## src/rtl/ws2812_rx_if.sv

```systemverilog
// Decoded-pixel output bundle of the WS2812 receiver: the receiver drives it
// through the master modport, consumers read it through the slave modport.
interface ws2812_rx_if;
  logic [23:0] pixel_data;
  logic [6:0]  pixel_idx;
  logic        pixel_valid;
  logic        frame_done;
  logic [7:0]  frame_len;
  logic        bit_err;

  modport master (
    output pixel_data, pixel_idx, pixel_valid, frame_done, frame_len, bit_err
  );

  modport slave (
    input pixel_data, pixel_idx, pixel_valid, frame_done, frame_len, bit_err
  );
endinterface

```

## src/rtl/ws2812_rx.sv

```systemverilog
// WS2812 NRZ line receiver: measures high pulses on din, assembles 24-bit GRB
// pixels, and reports pixels, end-of-frame gaps and protocol errors.
module ws2812_rx #(
  parameter int BIT_THRESH = 28,
  parameter int MIN_HIGH   = 5,
  parameter int MAX_HIGH   = 60,
  parameter int RESET_CYC  = 2500,
  parameter int PIXEL_MAX  = 64
) (
  input  logic          sys_clk,
  input  logic          sys_rst_n,
  input  logic          din,
  ws2812_rx_if.master   rx
);

  localparam logic [7:0]  C_MIN    = 8'(MIN_HIGH);
  localparam logic [7:0]  C_THRESH = 8'(BIT_THRESH);
  localparam logic [7:0]  C_OVF    = 8'(MAX_HIGH + 1);
  localparam logic [11:0] C_RESET  = 12'(RESET_CYC);
  localparam logic [6:0]  C_PMAX   = 7'(PIXEL_MAX);

  typedef enum logic [1:0] {
    ST_SYNC,
    ST_LOW,
    ST_HIGH
  } state_t;

  state_t      r_state;
  state_t      w_state_next;

  logic        r_s1;
  logic        r_s2;
  logic        r_s3;
  logic [7:0]  r_hcnt;
  logic [11:0] r_lcnt;
  logic [23:0] r_shift;
  logic [4:0]  r_bitcnt;
  logic [6:0]  r_pixcnt;
  logic        r_acc;
  logic        r_word_done;

  logic [23:0] r_pixel_data;
  logic [6:0]  r_pixel_idx;
  logic        r_pixel_valid;
  logic        r_frame_done;
  logic [7:0]  r_frame_len;
  logic        r_bit_err;

  logic        w_rise;
  logic        w_fall;
  logic        w_bit_accept;
  logic        w_bit_val;
  logic        w_frame_end;
  logic        w_overflow;

  assign w_rise = r_s2 & ~r_s3;
  assign w_fall = ~r_s2 & r_s3;

  always_ff @(posedge sys_clk or negedge sys_rst_n) begin
    if (!sys_rst_n) begin
      r_s1 <= 1'b0;
      r_s2 <= 1'b0;
      r_s3 <= 1'b0;
    end else begin
      r_s1 <= din;
      r_s2 <= r_s1;
      r_s3 <= r_s2;
    end
  end

  // The edge cycle itself is counted, so hcnt equals the high width at the fall.
  always_ff @(posedge sys_clk or negedge sys_rst_n) begin
    if (!sys_rst_n) begin
      r_hcnt <= '0;
      r_lcnt <= '0;
    end else begin
      if (w_rise)
        r_hcnt <= 8'd1;
      else if (r_s2 && (r_hcnt != 8'hFF))
        r_hcnt <= r_hcnt + 8'd1;

      if (w_fall)
        r_lcnt <= 12'd1;
      else if (!r_s2 && (r_lcnt != 12'hFFF))
        r_lcnt <= r_lcnt + 12'd1;
    end
  end

  always_ff @(posedge sys_clk or negedge sys_rst_n) begin
    if (!sys_rst_n)
      r_state <= ST_SYNC;
    else
      r_state <= w_state_next;
  end

  always_comb begin
    w_state_next = r_state;
    w_bit_accept = 1'b0;
    w_bit_val    = 1'b0;
    w_frame_end  = 1'b0;
    w_overflow   = 1'b0;
    case (r_state)
      ST_SYNC: begin
        if (!r_s2 && (r_lcnt >= C_RESET))
          w_state_next = ST_LOW;
      end
      ST_LOW: begin
        if (w_rise)
          w_state_next = ST_HIGH;
        else if ((r_lcnt == C_RESET) && r_acc)
          w_frame_end = 1'b1;
      end
      ST_HIGH: begin
        if (r_hcnt >= C_OVF) begin
          w_overflow   = 1'b1;
          w_state_next = ST_SYNC;
        end else if (w_fall) begin
          w_state_next = ST_LOW;
          if (r_hcnt >= C_MIN) begin
            w_bit_accept = 1'b1;
            w_bit_val    = (r_hcnt >= C_THRESH);
          end
        end
      end
      default: w_state_next = ST_SYNC;
    endcase
  end

  // A stuck line also drops the frame's pixel count so decoding restarts at index 0.
  always_ff @(posedge sys_clk or negedge sys_rst_n) begin
    if (!sys_rst_n) begin
      r_shift       <= '0;
      r_bitcnt      <= '0;
      r_pixcnt      <= '0;
      r_acc         <= 1'b0;
      r_word_done   <= 1'b0;
      r_pixel_data  <= '0;
      r_pixel_idx   <= '0;
      r_pixel_valid <= 1'b0;
      r_frame_done  <= 1'b0;
      r_frame_len   <= '0;
      r_bit_err     <= 1'b0;
    end else begin
      r_pixel_valid <= 1'b0;
      r_frame_done  <= 1'b0;
      r_bit_err     <= 1'b0;
      r_word_done   <= 1'b0;

      if (w_overflow) begin
        r_bit_err <= 1'b1;
        r_shift   <= '0;
        r_bitcnt  <= '0;
        r_pixcnt  <= '0;
        r_acc     <= 1'b0;
      end else if (w_bit_accept) begin
        r_shift <= {r_shift[22:0], w_bit_val};
        r_acc   <= 1'b1;
        if (r_bitcnt == 5'd23) begin
          r_bitcnt    <= '0;
          r_word_done <= 1'b1;
        end else begin
          r_bitcnt <= r_bitcnt + 5'd1;
        end
      end else if (w_frame_end) begin
        r_frame_len  <= {1'b0, r_pixcnt};
        r_frame_done <= 1'b1;
        if (r_bitcnt != 5'd0) begin
          r_bit_err <= 1'b1;
          r_shift   <= '0;
        end
        r_bitcnt <= '0;
        r_pixcnt <= '0;
        r_acc    <= 1'b0;
      end

      if (r_word_done && (r_pixcnt < C_PMAX)) begin
        r_pixel_data  <= r_shift;
        r_pixel_idx   <= r_pixcnt;
        r_pixel_valid <= 1'b1;
        r_pixcnt      <= r_pixcnt + 7'd1;
      end
    end
  end

  assign rx.pixel_data  = r_pixel_data;
  assign rx.pixel_idx   = r_pixel_idx;
  assign rx.pixel_valid = r_pixel_valid;
  assign rx.frame_done  = r_frame_done;
  assign rx.frame_len   = r_frame_len;
  assign rx.bit_err     = r_bit_err;

endmodule

```

## src/flat_wrapper.sv

```systemverilog
// flat-port wrapper written by rule: the top's interface ports become plain ports
module ws2812_rx_flat 
#(
  parameter int BIT_THRESH = 28,
  parameter int MIN_HIGH   = 5,
  parameter int MAX_HIGH   = 60,
  parameter int RESET_CYC  = 2500,
  parameter int PIXEL_MAX  = 64
)
  (sys_clk, sys_rst_n, din, rx_pixel_data, rx_pixel_idx, rx_pixel_valid, rx_frame_done, rx_frame_len, rx_bit_err);
  ws2812_rx_if rx_i ();
  input  logic sys_clk;
  input  logic sys_rst_n;
  input  logic din;
  output wire logic [$bits(rx_i.pixel_data)-1:0] rx_pixel_data;
  output wire logic [$bits(rx_i.pixel_idx)-1:0] rx_pixel_idx;
  output wire logic [$bits(rx_i.pixel_valid)-1:0] rx_pixel_valid;
  output wire logic [$bits(rx_i.frame_done)-1:0] rx_frame_done;
  output wire logic [$bits(rx_i.frame_len)-1:0] rx_frame_len;
  output wire logic [$bits(rx_i.bit_err)-1:0] rx_bit_err;
  assign rx_pixel_data = rx_i.pixel_data;
  assign rx_pixel_idx = rx_i.pixel_idx;
  assign rx_pixel_valid = rx_i.pixel_valid;
  assign rx_frame_done = rx_i.frame_done;
  assign rx_frame_len = rx_i.frame_len;
  assign rx_bit_err = rx_i.bit_err;
  ws2812_rx #(.BIT_THRESH(BIT_THRESH), .MIN_HIGH(MIN_HIGH), .MAX_HIGH(MAX_HIGH), .RESET_CYC(RESET_CYC), .PIXEL_MAX(PIXEL_MAX)) u_core (.sys_clk(sys_clk), .sys_rst_n(sys_rst_n), .din(din), .rx(rx_i));
endmodule
```

## config.mk

```make
export PLATFORM = sky130hd
export DESIGN_NAME = ws2812_rx_flat
export DESIGN_NICKNAME = d
export VERILOG_FILES = /design/src/rtl/ws2812_rx_if.sv /design/src/rtl/ws2812_rx.sv /design/src/flat_wrapper.sv
export SDC_FILE = /design/constraint.sdc
export NUM_CORES = 1
export LEC_CHECK = 0
export ABC_AREA = 1
export CAP_MARGIN = 0
export CELL_PAD_IN_SITES_DETAIL_PLACEMENT = 2
export CELL_PAD_IN_SITES_GLOBAL_PLACEMENT = 2
export CORE_UTILIZATION = 28
export DETAILED_ROUTE_END_ITERATION = 10
export GPL_ROUTABILITY_DRIVEN = 0
export PLACE_DENSITY = 0.71
export RECOVER_POWER = 50
export SLEW_MARGIN = 20
export SYNTH_ARGS = -nofsm -noshare
export SYNTH_HDL_FRONTEND = slang
export SYNTH_SLANG_ARGS = --single-unit
```

## constraint.sdc

```tcl
create_clock -name sys_clk -period 1.35 [get_ports sys_clk]
set_input_delay 0.27 -clock sys_clk [delete_from_list [all_inputs] [get_ports sys_clk]]
set_output_delay 0.27 -clock sys_clk [all_outputs]
set_load 0.02 [all_outputs]
```

==> flow_summary.toml, run 1 <==
[worst_hold_path]
holdPathEnd = "u_core.r_s2"
hold_path_depth = 0
hold_path_startpoint = "u_core.r_s1"
min_path_type = "reg2reg"

[clock_network]
cts_buffers = 9
cts_root_buffer = "clkbuf_16"
cts_buffer_depth = 2
cts_tree = "done"
path_clk_slew_ps = 80
clk_latency_ps = 360
h-tree-depth = 3
cts.sinks = 104

[run_status]
violations = "negative setup slack"
outcome = "finished with violations"

[die]
die_height_um = 133
ioPinCount = 45
start_util_pct = 28.8
dieArea_um2 = 17600
rows = 47
core_um2 = 16600
die_w_um = 133

[drt]
dr.pass1.iters = 4
vias_per_cell = 4.87
drt_iter0_drc = 172
wirelength_um = 17500
num_vias = 4514
antenna_left = 0
drc = 0
routedWlPerCell_um = 18.9

[sta]
rsz0062_at_grt = "yes"
fin_crit_ps = 1720
fmax_ghz = 0.583
slew-limit-headroom_pct = 48.0
worstMarginPinSlew_ps = 780
fin_crit_sh_pct = 127
setup_slack_ps = -366
finalSetupViolCount = 69
final.setup.tns_ps = -15430
final-hold-violation-count = 0
drv_slew = 0
fin_skew_ps = 11.1

[yosys]
synthFlopType = "dfrtp_1"
synthArstFlopShare_pct = 100
netlist-cell-type-count = 30
yosys_register_bits = 104
synthTopCellsByArea = "dfrtp_1 54%, nand2_1 17%, nand4_1 4.8%"
syn_inst = 575
synth_top_cell_by_area = "dfrtp_1"
syn-cell-area_um2 = 4790
synth_top_area_share_pct = 54.3
synth-edff-count = 0
yosys_warnings = 0
synth_seq_area_share_pct = 54.3
syn-num-nets = 586
avgSynthCellArea_um2 = 8.33

[placed_design]
place_inst = 890
dp_hpwl_um = 10200
port_buffers = 43

[critical_path]
cp.arrival_ps = 1950
timing.rr.start = "u_core.r_hcnt[1]"
path_max_fanout = 7
cp.required_ps = 1590
reg2reg_depth = 10
r2r-end = "u_core.r_shift[9]"
critPathKind = "reg2reg"
r2r_slack_ps = -370
cp-end-kind = "flop"
worstSetupStartpointType = "flop"

[global_route]
grt.total_usage_pct = 18.8
grt_pass1_vias = 4999
grt_max_degree = 75
grt_pass1_wl_um = 26100
grt_antenna_before_repair = 0
grt_overflow = 0

[cells_and_area]
num_antenna_cells = 0
final_cell_mix = "192 x nand2_1, 103 x dfrtp_1, 67 x buf_4"
mostFrequentLayoutCell = "nand2_1"
drive_above_1_share_pct = 29.3
area_growth_pct = 45.0
layout.cells.non_filler = 927
finalNetCount = 713

[pwr]
ir_drop_uv = 592
power_density_nw_per_um2 = 967
p_leak_uw = 0.00353

[run]
maxCapViolCount = 0
sequential cells by signal (all words and copies together) (netlist names), 2 cells and up:
signal                cells
u_core.rx.pixel_idx       7
u_core.r_shift           24
u_core.r_lcnt            12
u_core.r_state            2
u_core.r_bitcnt           5
u_core.r_hcnt             8
u_core.rx.frame_len       7
u_core.r_pixcnt           7
u_core.rx.pixel_data     24
how the worst max path moves through the flow:
| stage | from | to | slack [ps] | cells past startpoint |
|---|---|---|---|---|
| 3_5_place_dp | u_core.r_lcnt[0] | u_core.r_lcnt[0] | -270 | 9 |
| 4_1_cts | u_core.r_lcnt[0] | u_core.r_shift[7] | -250 | 10 |
| 5_1_grt | u_core.r_hcnt[1] | u_core.r_bitcnt[0] | -420 | 10 |
| 6_report | u_core.r_hcnt[1] | u_core.r_shift[9] | -370 | 10 |
| 2_1_floorplan | u_core.r_lcnt[0] | u_core.r_lcnt[0] | -110 | 9 |
| 3_3_place_gp | u_core.r_lcnt[0] | u_core.r_lcnt[8] | -170 | 9 |
worst max-delay path: stages (launching register included):
cell       delay (ps)
dfrtp_1           420
inv_2             130
ha_4              140
inv_2              40
a21oi_2           130
nor2_2             80
nor2_4            150
nand2_8           130
clkbuf_16         180
nand4_1           100
nand2_1            90
Yosys cell counts, types with 3 or more instances:
cell and number:
nand2_1 218, dfrtp_1 104, inv_1 45, nor2_1 41, nand4_1 37, nand3_1 25, o21ai_0 24, o21ai_1 13
buf_2 8, ha_1 8, xor2_1 8, a21oi_1 5, buf_4 5, clkbuf_1 5, buf_6 4, nor2_2 4
nor3_1 4, nand2_2 3
cell families (layout without fill, tap and decap cells):
kind of cell    count (synthesis)  after routing  synth area share [%]
simple gates                  336            336                  29.8
buf+inv                        69            201                  6.68
fa+ha+maj                       8              8                  2.09
other cells                     1              1                0.0783
compound gates                 47             47                  5.17
flops                         104            104                  54.3
xor+xnor                       10             10                  1.83
routing by layer:
metal / up-vias / part of all wire (%) / GRT usage, %
met5: - / 0 / 0
met2: 59 / 55 / 34.8
met1: 2337 / 41 / 22.1
met3: 21 / 1.9 / 2.26
met4: 0 / 1.8 / 6.77
li1: 2097 / - / -
repair_timing:
item | in CTS | in global routing
endpoints found under the setup margin | 109 | 101
endpoints found under the hold margin | 104 | 0
gates resized for setup | 111 | 95
cloned | 3 | 5
hold buffers | 1 | 0
pin swaps | 12 | 47
setup buffers | 9 | 6
final cells by class:
| cell class | instances | area, um^2 |
|---|---|---|
| multi-input cells | 402 | 2240 |
| inverters | 47 | 191 |
| flip-flops and latches | 104 | 2600 |
| clock inverters | 6 | 73.8 |
| fillers | 1804 | 9690 |
| clock buffers | 10 | 239 |
| repair buffers | 138 | 1330 |
| well taps | 220 | 275 |
through the flow:
step	instance area [um^2]	util, %	setup WS [ps]	power, uW	hold slack (ps)
floorplan	4870	-	-109	3440	-25.6
global placement	6030	36.2	-172	3680	328
detailed placement	6030	36.2	-275	3710	330
CTS	6620	39.8	-245	6620	365
global route	6950	41.7	-424	6940	378
finish	6950	41.7	-366	6720	367
report_power, final:
| part | switching, uW | internal (uW) |
|---|---|---|
| Clock | 1340 | 1520 |
| Combinational | 381 | 285 |
| Sequential | 48.1 | 3150 |
| Total | 1760 | 4950 |
(Power assumes the default switching activity.)
==> inputs of run 2 (changes only) <==
SLEW_MARGIN = unset   (was 20)
==> results of run 2 <==
The final DEF is identical to that of run 1; final timing and power are the same.
